==> src/rtl/dual_port_mem_ctrl.sv <==
// Two-port word memory with registered reads, address echo and a wipe sequencer.
// Read latency 1 clock; ports are locked out (requests dropped) while a wipe runs.
module dual_port_mem_ctrl #(
    parameter int                 DATA_W   = 8,
    parameter int                 ADDR_W   = 4,
    parameter logic [DATA_W-1:0]  WIPE_VAL = '0
) (
    input  logic              clk,
    input  logic              reset,
    input  logic              wipe,
    input  logic              a_en,
    input  logic              a_we,
    input  logic [ADDR_W-1:0] a_addr_in,
    input  logic [DATA_W-1:0] a_din,
    input  logic              b_en,
    input  logic              b_we,
    input  logic [ADDR_W-1:0] b_addr_in,
    input  logic [DATA_W-1:0] b_din,
    output logic [DATA_W-1:0] a_dout,
    output logic [DATA_W-1:0] b_dout,
    output logic              a_valid,
    output logic              b_valid,
    output logic [ADDR_W-1:0] a_addr,
    output logic [ADDR_W-1:0] b_addr,
    output logic              busy,
    output logic              wipe_done
);

    localparam int DEPTH = 1 << ADDR_W;

    typedef enum logic {IDLE = 1'b0, WIPE = 1'b1} state_t;

    state_t              state, state_nxt;
    logic [ADDR_W-1:0]   cnt, cnt_nxt;
    logic                done_nxt;
    logic                a_acc, b_acc;
    logic                wipe_wr;
    logic [DATA_W-1:0]   mem [DEPTH];

    always_ff @(posedge clk) begin
        if (reset) begin
            state     <= IDLE;
            cnt       <= '0;
            wipe_done <= 1'b0;
        end else begin
            state     <= state_nxt;
            cnt       <= cnt_nxt;
            wipe_done <= done_nxt;
        end
    end

    always_comb begin
        state_nxt = state;
        cnt_nxt   = cnt;
        done_nxt  = 1'b0;
        a_acc     = 1'b0;
        b_acc     = 1'b0;
        wipe_wr   = 1'b0;
        case (state)
            IDLE: begin
                if (wipe) begin
                    state_nxt = WIPE;
                    cnt_nxt   = '0;
                end else begin
                    a_acc = a_en;
                    b_acc = b_en;
                end
            end
            WIPE: begin
                wipe_wr = 1'b1;
                cnt_nxt = cnt + 1'b1;
                if (cnt == {ADDR_W{1'b1}}) begin
                    state_nxt = IDLE;
                    done_nxt  = 1'b1;
                end
            end
            default: state_nxt = IDLE;
        endcase
    end

    assign busy = (state == WIPE);

    // Port B writes first so a same-address port A write overrides it.
    always_ff @(posedge clk) begin
        if (reset) begin
            for (int i = 0; i < DEPTH; i++) begin
                mem[i] <= WIPE_VAL;
            end
            a_dout  <= '0;
            b_dout  <= '0;
            a_valid <= 1'b0;
            b_valid <= 1'b0;
            a_addr  <= '0;
            b_addr  <= '0;
        end else begin
            a_valid <= a_acc && !a_we;
            b_valid <= b_acc && !b_we;
            if (wipe_wr) begin
                mem[cnt] <= WIPE_VAL;
            end
            if (b_acc) begin
                b_addr <= b_addr_in;
                if (b_we) begin
                    mem[b_addr_in] <= b_din;
                end else begin
                    b_dout <= mem[b_addr_in];
                end
            end
            if (a_acc) begin
                a_addr <= a_addr_in;
                if (a_we) begin
                    mem[a_addr_in] <= a_din;
                end else begin
                    a_dout <= mem[a_addr_in];
                end
            end
        end
    end

endmodule

==> config.mk <==
export PLATFORM = sky130hd
export DESIGN_NAME = dual_port_mem_ctrl
export DESIGN_NICKNAME = d
export VERILOG_FILES = /design/src/rtl/dual_port_mem_ctrl.sv
export SDC_FILE = /design/constraint.sdc
export NUM_CORES = 1
export LEC_CHECK = 0
export CAP_MARGIN = 5
export CORE_ASPECT_RATIO = 1.4
export CORE_UTILIZATION = 40
export CTS_BUF_LIST = sky130_fd_sc_hd__clkbuf_8
export CTS_CLUSTER_SIZE = 12
export DETAILED_ROUTE_END_ITERATION = 16
export PLACE_DENSITY = 0.66
export RECOVER_POWER = 25
export SYNTH_ARGS = -nofsm -noshare
export SYNTH_HDL_FRONTEND = slang
export SYNTH_SLANG_ARGS = --single-unit
==> constraint.sdc <==
create_clock -name clk -period 4.6 [get_ports clk]
set_clock_uncertainty 0.2 [all_clocks]
set_input_delay 1.15 -clock clk [delete_from_list [all_inputs] [get_ports clk]]
set_output_delay 1.15 -clock clk [all_outputs]
set_load 0.05 [all_outputs]
==> Flow_metrics.wiki, run 1 <==
{| class="wikitable"
! Metric !! Value
|-
| Outcome || complete, no violations
|-
| Pins over their slew limit || 0
|-
| Setup-violating endpoint count in the final report || 0
|-
| Largest net degree at the start of global routing || 33
|-
| Beginning of the worst hold path || b_addr[1]
|-
| Number of CTS-inserted buffers || 17
|-
| Synthesis-to-layout area growth || 13.7%
|-
| Via count of the routed design || roughly 7200
|-
| RSZ-0062 raised after global routing || false
|-
| Number of cells in the design after placement || 1098
|-
| Final Instance Count excl. Fillers || roughly 1100
|-
| Max Fanout on Critical Path || 27
|-
| Number of DRC markers in iteration 0 || 947
|-
| Critical path launch point type || input port
|-
| Post-Syn Nets || ~800
|-
| Detail-routed via count per cell || 6.40
|-
| Part of the power in registers || 51.8%
|-
| Total Routed Length || between 20000 and 30000 um
|-
| Reg clk slew, reported paths || 0.09 ns
|-
| Post-detailed-route count of antenna-violating nets || 0
|-
| Hold crit path type || flip-flop to flip-flop
|-
| Vertical extent of the die || 185 um
|-
| Max capacitance violation total || 0
|-
| Sort of element at the end of the critical path || flip-flop
|-
| Sw power || 0.837 mW
|-
| Total routing resource utilization after global routing || 24.6%
|-
| Required time of the critical path || approximately 4.6 ns
|-
| Die Area || 24500 um2
|-
| Fraction of layout instances using a drive strength above 1 || 23.0%
|-
| Width of the die || 133 um
|-
| Drt pass-1 iters || 8
|-
| Net switching share of the total power || 26.3%
|-
| Post-detail-place hpwl || 22300 um
|-
| Final routed wire length divided by cell count || 25.9 um
|-
| Distinct cell type count after synthesis || a little over 60
|-
| Number of gates resized after CTS || 0
|-
| Vias in the first global route || 7081
|-
| Cell chosen for the clock root || sky130_fd_sc_hd__clkbuf_8
|-
| Clk_lat worst skew || roughly 0.48 ns
|-
| Number of synthesized register bits || 160
|-
| Global-route wire length before repair || approximately 44000 um
|-
| Critical setup path kind || input port to flip-flop
|-
| Number of antenna violations at the first check in global routing || 0
|-
| Net count of the finished layout || 843
|-
| Final RePlAce weighted congestion || 0.909
|-
| Post-placement cell area || between 10000 and 15000 um2
|-
| TritonCTS clock tree || done
|-
| Fraction of registers with async set or reset after synthesis || 0%
|-
| Leading register cell type out of synthesis || sky130_fd_sc_hd__edfxtp_1
|-
| Initial core utilization || about 41%
|-
| Final Hold Vio Count || 0
|-
| Transition at the pin with the smallest max-transition slack || 1.06 ns
|-
| Placeable core region || 23300 um2
|-
| Post-CTS Hold Fix Bufs || 0
|-
| Setup tns final || 0 ns
|-
| Maximum root-to-sink buffer count || 2
|-
| Synth Instances || ~770
|-
| Power per standard cell area || 294 nW/um2
|-
| Count of flip-flops with a built-in enable after synthesis || 128
|-
| Arrival @ worst endpoint || 3.80 ns
|-
| Mean cell area of the mapped netlist || about 12 um2
|-
| H-tree depth || 4
|-
| Rows || 66
|-
| Commonest cells after routing, fill and taps aside || sky130_fd_sc_hd__edfxtp_1 (128), sky130_fd_sc_hd__nand2_1 (124), sky130_fd_sc_hd__mux4_2 (63)
|-
| Clock Power Share || approximately 36%
|-
| Static Leakage || 3.79 nW
|-
| Internal cell power || 2.35 mW
|-
| First element of the critical path || reset
|-
| Count of input and output buffers || between 50 and 60
|-
| Count of warnings emitted by yosys || 0
|-
| IO Count || 59
|-
| Worst max-slew margin expressed relative to the limit || 29.2%
|-
| Worst r2r src || busy
|-
| Portion of total power attributed to combinational logic || 12.3%
|-
| Commonest non-fill, non-tap cell in the layout || sky130_fd_sc_hd__edfxtp_1
|-
| Final standard cell area without fillers || roughly 11000 um2
|-
| Final critical path time including I/O delays and setup || about 3.8 ns
|-
| Number of clock sinks || 160
|-
| Overall power consumption || 3.19 mW
|-
| Worst hold-check slack || 0.257 ns
|-
| Overflow left after global routing || 0
|-
| Final period utilization || 82.9%
|-
| Fillers || 2134
|-
| Final routed DRC violation total || 0
|-
| Cell Area, Synth || 9540 um2
|-
| Seq/Total Area, Yosys || 47.0%
|-
| Buffers inserted by post-CTS timing repair || 0
|-
| IR drop worst, VDD || 0.000179 V
|-
| Max Fclk || 0.262 GHz
|-
| Diode insertion count for antenna repair || 0
|}
==> through the flow <==
| stage | setup WS (ns) | utilization, % |
|---|---|---|
| final | 0.786 | 46.6 |
| after global placement | 0.632 | 44.9 |
| after global routing | 0.569 | 46.6 |
| after detailed placement | 0.570 | 44.9 |
| after CTS | 1.08 | 46.7 |
| after floorplan | 1.40 | - |
==> critical path: stages <==
cell                       delay (ns)
sky130_fd_sc_hd__clkbuf_1        0.57
sky130_fd_sc_hd__clkbuf_1        0.85
sky130_fd_sc_hd__nor3_1          0.26
sky130_fd_sc_hd__o21ai_1         0.77
sky130_fd_sc_hd__o22ai_1         0.18
==> sequential cells by signal, indices dropped and copies added (netlist names) <==
name,cells
mem,128
a_dout,8
b_dout,8
a_addr,4
b_addr,4
cnt,4
a_valid,1
b_valid,1
busy,1
wipe_done,1
==> area by class of cell <==
| cell class | count | area, um2 | area share (%) |
|---|---|---|---|
| multi-input combinational | 527 | 4670 | 43.1 |
| sequential | 160 | 4480 | 41.3 |
| timing repair buffer | 95 | 843 | 7.77 |
| tap | 306 | 383 | 3.53 |
| clock buffer | 17 | 234 | 2.16 |
| clock inverter | 14 | 191 | 1.76 |
| inverter | 10 | 37.5 | 0.346 |
==> power by group through the flow <==
stage / Sequential [mW] / Clock [mW] / Combinational (mW)
5_1_grt: 1.66 / 1.20 / 0.412
3_5_place_dp: 1.68 / 0 / 0.394
3_3_place_gp: 1.68 / 0 / 0.390
4_1_cts: 1.65 / 1.15 / 0.394
6_report: 1.65 / 1.15 / 0.393
2_1_floorplan: 1.69 / 0 / 0.234
==> path summary, 6_finish.rpt <==
path,cells after the start,slack [ns],end
setup reg to reg,4,1.66,mem[5][6]
hold reg to reg,2,0.26,b_addr[1]
hold / removal,2,0.26,b_addr[1]
setup / recovery,5,0.79,mem[2][2]
==> layer usage <==
layer  track usage, %  vias to the layer above  wire, um
met2             43.3                      404     15100
li1                 -                     3152         -
met1             29.8                     3609     10800
met3             4.48                       63      2420
met5                0                        -         0
met4             9.66                        0       888
==> cell families (layout without fill, tap and decap cells) <==
family | count (synthesis) | after routing | synth area share, %
simple gates | 236 | 236 | 14.8
fa+ha+maj | 1 | 1 | 0.131
buf+inv | 80 | 136 | 4.03
mux | 116 | 116 | 20.9
compound gates | 174 | 174 | 13.1
flops | 160 | 160 | 47.0
==> cells in the mapped netlist, types with 6 or more instances <==
master	count	area share (%)
sky130_fd_sc_hd__a211o_1	16	1.5
sky130_fd_sc_hd__a21oi_1	12	0.63
sky130_fd_sc_hd__a222oi_1	8	0.84
sky130_fd_sc_hd__and3_1	24	1.6
sky130_fd_sc_hd__buf_1	6	0.24
sky130_fd_sc_hd__buf_2	29	1.5
sky130_fd_sc_hd__buf_4	6	0.47
sky130_fd_sc_hd__clkbuf_1	24	0.94
sky130_fd_sc_hd__dfxtp_1	32	6.7
sky130_fd_sc_hd__edfxtp_1	128	40
sky130_fd_sc_hd__inv_1	8	0.31
sky130_fd_sc_hd__mux2_2	18	2.1
sky130_fd_sc_hd__mux2i_1	30	3.1
sky130_fd_sc_hd__mux4_2	63	15
sky130_fd_sc_hd__nand2_1	124	4.9
sky130_fd_sc_hd__nand3_1	10	0.52
sky130_fd_sc_hd__nand3b_1	9	0.71
sky130_fd_sc_hd__nor2_1	14	0.55
sky130_fd_sc_hd__nor4_4	11	2.5
sky130_fd_sc_hd__o21ai_0	38	2.0
sky130_fd_sc_hd__o221ai_1	7	0.64
sky130_fd_sc_hd__o2bb2ai_1	20	1.8
sky130_fd_sc_hd__o31ai_1	57	4.5
(Power assumes the default switching activity.)
==> inputs of run 2 (changes only) <==
==> constraint.sdc (replaced) <==
create_clock -name clk -period 3.7 [get_ports clk]
set_clock_uncertainty 0.2 [all_clocks]
set_input_delay 0.925 -clock clk [delete_from_list [all_inputs] [get_ports clk]]
set_output_delay 0.925 -clock clk [all_outputs]
set_load 0.05 [all_outputs]
==> run 2 against run 1 <==
Against the previous run:
- critical path depth grew 1
- sequential share of layout area decreased by 0.34 points
- first-iteration DRC count shrank 0.74%
- routed wire length grew 3.9%
- count of clock-buffer cells in the layout unchanged
- global-route usage increased by 0.70 points
- combinational power grew 27%
- worst hold slack got worse by 0.00084 ns
- via count up 2.9%
- cell count up 1.6%
==> Flow_metrics.wiki, run 2 (synthesized netlist as in run 1, its figures left out) <==
{| class="wikitable"
! Metric !! Value
|-
| Outcome || complete, no violations (unchanged)
|-
| Cell chosen for the clock root || sky130_fd_sc_hd__clkbuf_8 (unchanged)
|-
| Final routed DRC violation total || 0 (unchanged)
|-
| Post-layout utilization of the core || 47.0% (was 46.6%)
|-
| Commonest non-fill, non-tap cell in the layout || sky130_fd_sc_hd__edfxtp_1 (unchanged)
|-
| Post-CTS Hold Fix Bufs || 0 (unchanged)
|-
| Worst hold-check slack || 0.256 ns (was 0.257 ns)
|-
| Count of input and output buffers || 58 (unchanged)
|-
| Setup-violating endpoint count in the final report || 0 (unchanged)
|-
| Overflow left after global routing || 0 (unchanged)
|-
| Pins over their slew limit || 0 (unchanged)
|-
| Required time of the critical path || 3.81 ns (was 4.59 ns)
|-
| Setup tns final || 0 ns (unchanged)
|-
| Max reg flops || 128 (unchanged)
|-
| Number of clock sinks || 160 (unchanged)
|-
| Max Fanout on Critical Path || 24 (was 27)
|-
| IR drop worst, VDD || 0.000224 V (was 0.000179 V)
|-
| Placeable core region || 23300 um2 (unchanged)
|-
| Drt pass-1 iters || 6 (was 8)
|-
| Max capacitance violation total || 0 (unchanged)
|-
| Top flop regs || mem x128, a_dout x8, b_dout x8 (unchanged)
|-
| Final routed wire length divided by cell count || 26.5 um (was 25.9 um)
|-
| Maximum root-to-sink buffer count || 2 (unchanged)
|-
| Static Leakage || 3.84 nW (was 3.79 nW)
|-
| Arrival @ worst endpoint || 3.47 ns (was 3.80 ns)
|-
| Fraction of layout instances using a drive strength above 1 || 24.5% (was 23.0%)
|-
| Final RePlAce weighted congestion || 0.896 (was 0.909)
|-
| Via count of the routed design || 7434 (was 7228)
|-
| Number of antenna violations at the first check in global routing || 0 (unchanged)
|-
| Die Area || 24500 um2 (unchanged)
|-
| Top register by number of flip-flops || mem (unchanged)
|-
| Post-Place Worst Slack || 0.138 ns (was 0.570 ns)
|-
| Final Hold Vio Count || 0 (unchanged)
|-
| Vias in the first global route || 7244 (was 7081)
|-
| Register-to-Register Setup Slack || 0.81 ns (was 1.66 ns)
|-
| Depth of the worst register-to-register path || 5 (was 4)
|-
| Critical setup path kind || input port to flip-flop (unchanged)
|-
| Number of gates resized after CTS || 0 (unchanged)
|-
| Post-detailed-route count of antenna-violating nets || 0 (unchanged)
|-
| Net count of the finished layout || 860 (was 843)
|-
| H-tree depth || 4 (unchanged)
|-
| Overall power consumption || 3.88 mW (was 3.19 mW)
|-
| Diode insertion count for antenna repair || 0 (unchanged)
|-
| Worst r2r src || busy (unchanged)
|-
| Final period utilization || around 91%
|-
| Synthesis-to-layout area growth || 14.6% (was 13.7%)
|-
| Hold Path Stages || 2 (unchanged)
|-
| Initial core utilization || 41.0% (unchanged)
|-
| Commonest cells after routing, fill and taps aside || sky130_fd_sc_hd__edfxtp_1 (128), sky130_fd_sc_hd__nand2_1 (124), sky130_fd_sc_hd__mux4_2 (63) (unchanged)
|-
| Hold crit path type || flip-flop to flip-flop (unchanged)
|-
| End of the worst hold path || b_addr[1] (unchanged)
|-
| Critical path launch point type || input port (unchanged)
|-
| Detail-routed via count per cell || 6.48 (was 6.40)
|-
| Sort of element at the end of the critical path || flip-flop (unchanged)
|-
| Buffers inserted by post-CTS timing repair || 0 (unchanged)
|-
| Clk_lat worst skew || 0.49 ns (was 0.48 ns)
|-
| Total routing resource utilization after global routing || 25.3% (was 24.6%)
|-
| Width of the die || 133 um (unchanged)
|-
| Beginning of the worst hold path || b_addr[1] (unchanged)
|-
| IO Count || 59 (unchanged)
|-
| Transition at the pin with the smallest max-transition slack || 1.03 ns (was 1.06 ns)
|-
| Number of CTS-inserted buffers || 17 (unchanged)
|-
| Vertical extent of the die || 185 um (unchanged)
|-
| Worst Setup Slack, final || 0.340 ns (was 0.786 ns)
|-
| Largest net degree at the start of global routing || 33 (unchanged)
|-
| Worst R2R End || mem[1][1] (was mem[5][6])
|-
| Number of DRC markers in iteration 0 || 940 (was 947)
|-
| Reg clk slew, reported paths || 0.09 ns (about the same)
|-
| Worst max-slew margin expressed relative to the limit || 31.5% (was 29.2%)
|-
| Final critical path time including I/O delays and setup || around 3.4 ns
|-
| Global-route wire length before repair || 45200 um (was 44200 um)
|-
| Rows || 66 (unchanged)
|-
| TritonCTS clock tree || done (unchanged)
|-
| RSZ-0062 raised after global routing || false (unchanged)
|-
| Max Fclk || 0.298 GHz
|-
| Post-detail-place hpwl || 22700 um (was 22300 um)
|-
| Total Routed Length || 30400 um (was 29200 um)
|-
| Power per standard cell area || 355 nW/um2 (was 294 nW/um2)
|}
==> run 2: cell count changes in the layout (fill, tap and decap cells not counted), moves of 2 or more <==
cell | before | now
sky130_fd_sc_hd__inv_6 | 0 | 4
sky130_fd_sc_hd__clkdlybuf4s50_1 | 25 | 28
sky130_fd_sc_hd__bufinv_16 | 4 | 1
sky130_fd_sc_hd__clkinv_1 | 3 | 1
sky130_fd_sc_hd__dlygate4sd3_1 | 29 | 26
sky130_fd_sc_hd__buf_4 | 34 | 47
sky130_fd_sc_hd__clkbuf_1 | 2 | 6
==> run 2: worst max-delay path by stage <==
stage / start / endpoint / slack (ns) / depth (start not counted)
3_3_place_gp: wipe / mem[15][7] / 0.16 / 5
5_1_grt: wipe / mem[5][2] / 0.24 / 6
6_report: wipe / mem[1][1] / 0.34 / 6
3_5_place_dp: wipe / mem[15][2] / 0.14 / 5
2_1_floorplan: wipe / mem[10][0] / 0.73 / 5
4_1_cts: busy / busy / 0.46 / 1
==> run 2: cell type report <==
class                   count  area (um2)
fillers                  2140       12400
multi-input cells         527        4690
flip-flops and latches    160        4480
repair buffers            112         956
well taps                 306         383
clock buffers              17         234
clock inverters            15         153
inverters                  10        37.5
==> run 2: layer usage <==
metal,global-route usage [%],wire [um],vias up
li1,-,-,3192
met1,30.0,11200,3666
met2,44.0,15300,469
met3,4.04,2390,107
met4,13.5,1510,0
met5,0,0,-
==> run 2: per-stage QoR <==
step	cells	cell area (um2)
2_1_floorplan	767	9540
3_3_place_gp	1115	10600
3_5_place_dp	1115	10600
4_1_cts	1147	11000
5_1_grt	1147	10900
6_report	1147	10900
==> run 2: where the power goes <==
group	internal [mW]	switching (mW)	total (mW)
Combinational	0.197	0.303	0.500
Clock	0.553	0.776	1.33
Sequential	2.00	0.0508	2.05
Total	2.75	1.13	3.88
==> run 2: worst max-delay path, stage by stage <==
cell and delay [ns]:
sky130_fd_sc_hd__dlygate4sd3_1 0.60, sky130_fd_sc_hd__or3b_1 0.66, sky130_fd_sc_hd__nor4_4 0.32, sky130_fd_sc_hd__clkbuf_2 0.52, sky130_fd_sc_hd__nand2_1 0.16, sky130_fd_sc_hd__o31ai_1 0.27
